===== src/rtl/instruction_memory_loadable.sv =====
// instruction_memory_loadable: RiSC-16 instruction memory with a runtime loader and a post-reset clear sweep.
// Ports:
//   clk0, reset (sync, active-low)
//   csb0/addr0 -> dout0/dvalid0 : fetch port, one-cycle registered latency
//   busy                        : high while clearing or loading (core stalls)
//   ld_start/ld_len             : begin a load of ld_len words
//   ld_valid/ld_data/ld_ready   : loader word handshake
//   ld_done/ld_err              : one-cycle completion / illegal-length pulses
module instruction_memory_loadable #(
  parameter int DATA_W = 16,
  parameter int ADDR_W = 6
) (
  input  logic              clk0,
  input  logic              reset,
  input  logic              csb0,
  input  logic [ADDR_W-1:0] addr0,
  output logic [DATA_W-1:0] dout0,
  output logic              dvalid0,
  output logic              busy,
  input  logic              ld_start,
  input  logic [ADDR_W:0]   ld_len,
  input  logic              ld_valid,
  input  logic [DATA_W-1:0] ld_data,
  output logic              ld_ready,
  output logic              ld_done,
  output logic              ld_err
);
  localparam int DEPTH = 2 ** ADDR_W;
  typedef enum logic [1:0] {CLEAR, IDLE, LOAD} state_t;
  state_t            r_state;
  logic [ADDR_W:0]   r_ptr, r_len;
  logic [DATA_W-1:0] r_mem [DEPTH];
  logic [DATA_W-1:0] r_dout;
  logic              r_dvalid, r_done, r_err;
  logic              w_we;
  logic [DATA_W-1:0] w_wdata;
  logic [ADDR_W:0]   w_ptr_inc;
  logic              w_bad_len;
  assign w_ptr_inc = r_ptr + {{ADDR_W{1'b0}}, 1'b1};
  assign w_bad_len = (ld_len == '0) || (ld_len > {1'b1, {ADDR_W{1'b0}}});
  // Writes are gated by reset so the array is never touched while reset is held.
  assign w_we    = reset && ((r_state == CLEAR) || (r_state == LOAD && ld_valid));
  assign w_wdata = (r_state == LOAD) ? ld_data : '0;
  assign busy     = r_state != IDLE;
  assign ld_ready = r_state == LOAD;
  assign dout0    = r_dout;
  assign dvalid0  = r_dvalid;
  assign ld_done  = r_done;
  assign ld_err   = r_err;
  always_ff @(posedge clk0) begin
    if (w_we) r_mem[r_ptr[ADDR_W-1:0]] <= w_wdata;
  end
  always_ff @(posedge clk0) begin
    if (!reset) begin
      r_state  <= CLEAR;
      r_ptr    <= '0;
      r_dout   <= '0;
      r_dvalid <= 1'b0;
      r_done   <= 1'b0;
      r_err    <= 1'b0;
    end else begin
      r_done <= 1'b0;
      r_err  <= 1'b0;
      case (r_state)
        CLEAR: begin
          r_dout   <= '0;
          r_dvalid <= 1'b0;
          r_ptr    <= w_ptr_inc;
          if (r_ptr[ADDR_W-1:0] == {ADDR_W{1'b1}}) begin
            r_state <= IDLE;
            r_ptr   <= '0;
          end
        end
        IDLE: begin
          // A fetch issued alongside ld_start is still serviced.
          if (!csb0) r_dout <= r_mem[addr0];
          r_dvalid <= !csb0;
          if (ld_start) begin
            if (w_bad_len) r_err <= 1'b1;
            else begin
              r_len   <= ld_len;
              r_ptr   <= '0;
              r_state <= LOAD;
            end
          end
        end
        LOAD: begin
          r_dout   <= '0;
          r_dvalid <= 1'b0;
          if (ld_valid) begin
            r_ptr <= w_ptr_inc;
            if (w_ptr_inc == r_len) begin
              r_state <= IDLE;
              r_done  <= 1'b1;
            end
          end
        end
        default: r_state <= CLEAR;
      endcase
    end
  end
endmodule


===== config.mk =====
export PLATFORM = sky130hd
export DESIGN_NAME = instruction_memory_loadable
export DESIGN_NICKNAME = d
export VERILOG_FILES = /design/src/rtl/instruction_memory_loadable.sv
export SDC_FILE = /design/constraint.sdc
export NUM_CORES = 1
export LEC_CHECK = 0
export ABC_AREA = 1
export CAP_MARGIN = 5
export CORE_AREA = 2 2 333 335
export DETAILED_ROUTE_END_ITERATION = 6
export DIE_AREA = 0 0 335 337
export GPL_TIMING_DRIVEN = 0
export SKIP_CTS_REPAIR_TIMING = 1
export SYNTH_ARGS = -nofsm -noshare
export SYNTH_HDL_FRONTEND = slang
export SYNTH_SLANG_ARGS = --single-unit

===== constraint.sdc =====
create_clock -name clk0 -period 10.93 [get_ports clk0]
set_input_delay 2.7325 -clock clk0 [delete_from_list [all_inputs] [get_ports clk0]]
set_output_delay 2.7325 -clock clk0 [all_outputs]
set_load 0.02 [all_outputs]

==> results_dict.tcl <==
set metrics [dict create \
    yosysWarningCount 0 \
    final_nets 3999 \
    cts_buffers 108 \
    rsz0062_at_grt "false" \
    clk_path_buf_depth 3 \
    p_per_area_mw_per_mm2 195 \
    critPathTopFamily "simple AND/OR/NAND/NOR gates" \
    r2r-end "r_mem[48][13]$_DFFE_PP_" \
    sw_frac_of_total_pct 27.3 \
    intPower_mw 7.18 \
    initial_core_util_pct 39.6 \
    fmax_mhz 169 \
    timing.max_cap.violations 0 \
    core_area_mm2 0.110 \
    hold_ws_ps 468 \
    rows 122 \
    regArea_mm2 0.0315 \
    num_vias 31388 \
    crit_path_max_incr_delay_ps 1020 \
    final_common_cell "nand2_1" \
    slew_headroom_pct 16.9 \
    hold_class "flip-flop to flip-flop" \
    multiInputGateArea_mm2 0.0107 \
    htreeDepth 3 \
    nFillCells 9859 \
    drtAntennaViolNets 0 \
    drt-initial-drc-count 4406 \
    top_usage_layer "met2" \
    synth_area_leaders "edfxtp_1 (71%), nand2_1 (12%), nand3_1 (10%), buf_2 (1.4%), dfxtp_1 (1.3%)" \
    synth_compound_area_share_pct 0.576 \
    cts-root-buf "clkbuf_16" \
    first_pass_iters 7 \
    overflow 0 \
    synthMuxAreaShare_pct 0 \
    routed_wl_um 159000 \
    finalHoldViolCount 0 \
    yosysSeqAreaShare_pct 72.5 \
    cts_tree "done" \
    synthCells 3737 \
    hold_start "dout0[0]$_SDFFE_PN0P_" \
    ff2ff_path_depth 9 \
    grt_start_max_net_pins 65 \
    wl_per_cell_um 29.1 \
    die_w_um 335 \
    gr-usage-met2_pct 42.2 \
    placed_cells 5276 \
    clk-insertion-delay-late_ps 720 \
    syn-num-nets 3776 \
    synthesis.area_mm2 0.0435 \
    whs_endpoint "dout0[0]$_SDFFE_PN0P_" \
    clock_power_share_pct 37.7 \
    use_met3_pct 7.05 \
    fin_skew_ps 40.2 \
    synth_seq_cells 1059 \
    post_drt_via_cell_ratio 5.73 \
    crit_buf_inv 4 \
    leakage_nw 18.5 \
    fp.dieH_um 337 \
    die_area_mm2 0.113 \
    period_minus_slack_ps 5910 \
    synth_top_family_by_area "simple AND/OR/NAND/NOR gates" \
    final.setup.tns_ps 0 \
    ir_drop_uv 139 \
    synth-adder-area-share_pct 0.144 \
    gp_congestion 0.968 \
    critPathSlowestCell "nor4_2" \
    cp.required_ps 11330 \
    crit_chain "clkdlybuf4s50_1 > inv_1 > a21oi_2 > nand4_1 > nor4_2 > buf_4 > buf_4" \
    antenna_found_initial 8 \
    yosysTopAreaCell "edfxtp_1" \
    p_seq_share_pct 48.5 \
    synthXorXnorAreaFrac_pct 0.0806 \
    drc_errors 0 \
    setup.worst_path.class "input port to flip-flop" \
    dpl.hpwl_um 106000 \
    grtUsageMet1_pct 37.6 \
    p_switching_mw 2.69 \
    path_max_fanout 10 \
    slew_violations 0 \
    utilization_pct 46.2 \
    crit_path_frequent_cell "buf_4" \
    fin_cells 5479 \
    whs_path_depth 2 \
    drive_above_1_share_pct 12.3 \
    fin_crit_sh_pct 54.0 \
    end_kind "flip-flop" \
    grt_pass1_wl_um 218000 \
    grt_pass1_vias 28709 \
    syn_avg_cell_area_um2 11.6 \
    tightest_slew_ps 1250 \
    syn_to_final_growth_pct 16.4 \
    path_clk_slew_ps 60 \
    grt_use_total_pct 27.9 \
    synth.distinct_cells 28 \
    ioPinCount 55 \
    arrival_ps 6310 \
    status "completed" \
    setup_viol 0 \
    r2r_start "r_state[0]$_SDFFE_PN0P_" \
    cts.sink_count 1059 \
    port_buffers 50 \
    yosys.area_share.simple_pct 22.9 \
    pwr-share-comb_pct 13.8 \
    yosysTopAreaCellShare_pct 71.2 \
    layout_common_cells "nand2_1 (1374), edfxtp_1 (1031), nand3_1 (881), buf_2 (125), clkbuf_16 (109)" \
    cp-start-kind "input port" \
    reg2reg_slack_ps 6870 \
]
layer usage:
metal	share of wire, %	vias to the layer above
li1	-	13538
met1	38	15443
met2	44	2031
met3	12	372
met4	5.3	4
met5	0.014	-
per-stage QoR:
step / setup slack, ps / power, mW / instance area (um^2)
finish: 5020 / 9.87 / 50600
global route: 5100 / 10.1 / 50600
CTS: 5260 / 9.82 / 50600
detailed placement: 4560 / 6.19 / 47100
global placement: 1330 / 6.09 / 45700
floorplan: 5500 / 5.50 / 43500
flip-flops by register name, summed over array words and instances (netlist names):
register / flops
dout0: 16
dvalid0: 1
ld_done: 1
ld_err: 1
r_len: 7
r_mem: 1024
r_ptr: 7
r_state: 2
kinds of logic after synthesis:
logic type                 count (synthesis)
and+or+nand+nor                         2348
xor gates and xnor gates                   4
AOI/OAI and AO/OA                         41
DFF                                     1059
adders and majority gates                  5
buffers and inverters                    280
cell usage after synthesis:
library cell / count
clkinv_4: 1
o21ai_0: 5
nor3_1: 1
a21oi_2: 8
buf_2: 125
nand4_1: 9
buf_6: 40
nand2_1: 1374
xor2_1: 2
clkinv_1: 1
a31oi_1: 1
nand3_1: 881
inv_2: 2
dfxtp_1: 28
ha_1: 5
a211oi_1: 5
inv_1: 44
o21ai_1: 2
xnor2_1: 2
o22ai_1: 1
buf_1: 13
nor2_1: 74
clkbuf_1: 25
a21oi_1: 19
edfxtp_1: 1031
nand3b_1: 2
buf_4: 29
nor4_1: 7
tightest hold or removal path: stages, from the launching register on:
cell and delay (ps):
dfxtp_1 310, nand2_1 60, a21oi_1 60
power by group through the flow:
stage | Sequential (mW) | Combinational [mW] | Clock, mW
3_3_place_gp | 4.91 | 1.18 | 0
5_1_grt | 4.79 | 1.42 | 3.88
4_1_cts | 4.78 | 1.32 | 3.72
3_5_place_dp | 4.87 | 1.32 | 0
6_report | 4.78 | 1.36 | 3.72
2_1_floorplan | 4.87 | 0.630 | 0
how the worst max path moves through the flow:
stage	from	endpoint	slack (ps)	depth (start not counted)
finish	reset	r_mem[48][13]$_DFFE_PP_	5020	7
detailed placement	reset	r_mem[48][0]$_DFFE_PP_	4560	7
global route	reset	r_mem[48][2]$_DFFE_PP_	5100	7
CTS	reset	r_mem[48][13]$_DFFE_PP_	5260	7
global placement	reset	r_mem[48][0]$_DFFE_PP_	1330	5
floorplan	ld_valid	r_mem[48][0]$_DFFE_PP_	5500	4
final cells by class:
cell class | count | share of cell area [%]
diodes | 1 | 0.00495
plain buffers | 232 | 2.84
clock buffers | 137 | 5.66
clock inverters | 65 | 1.25
inverters | 48 | 0.420
multi-input cells | 2398 | 21.1
flip-flops and latches | 1059 | 62.3
well taps | 1426 | 3.53
repair buffers | 113 | 2.93
(Power assumes the default switching activity.)
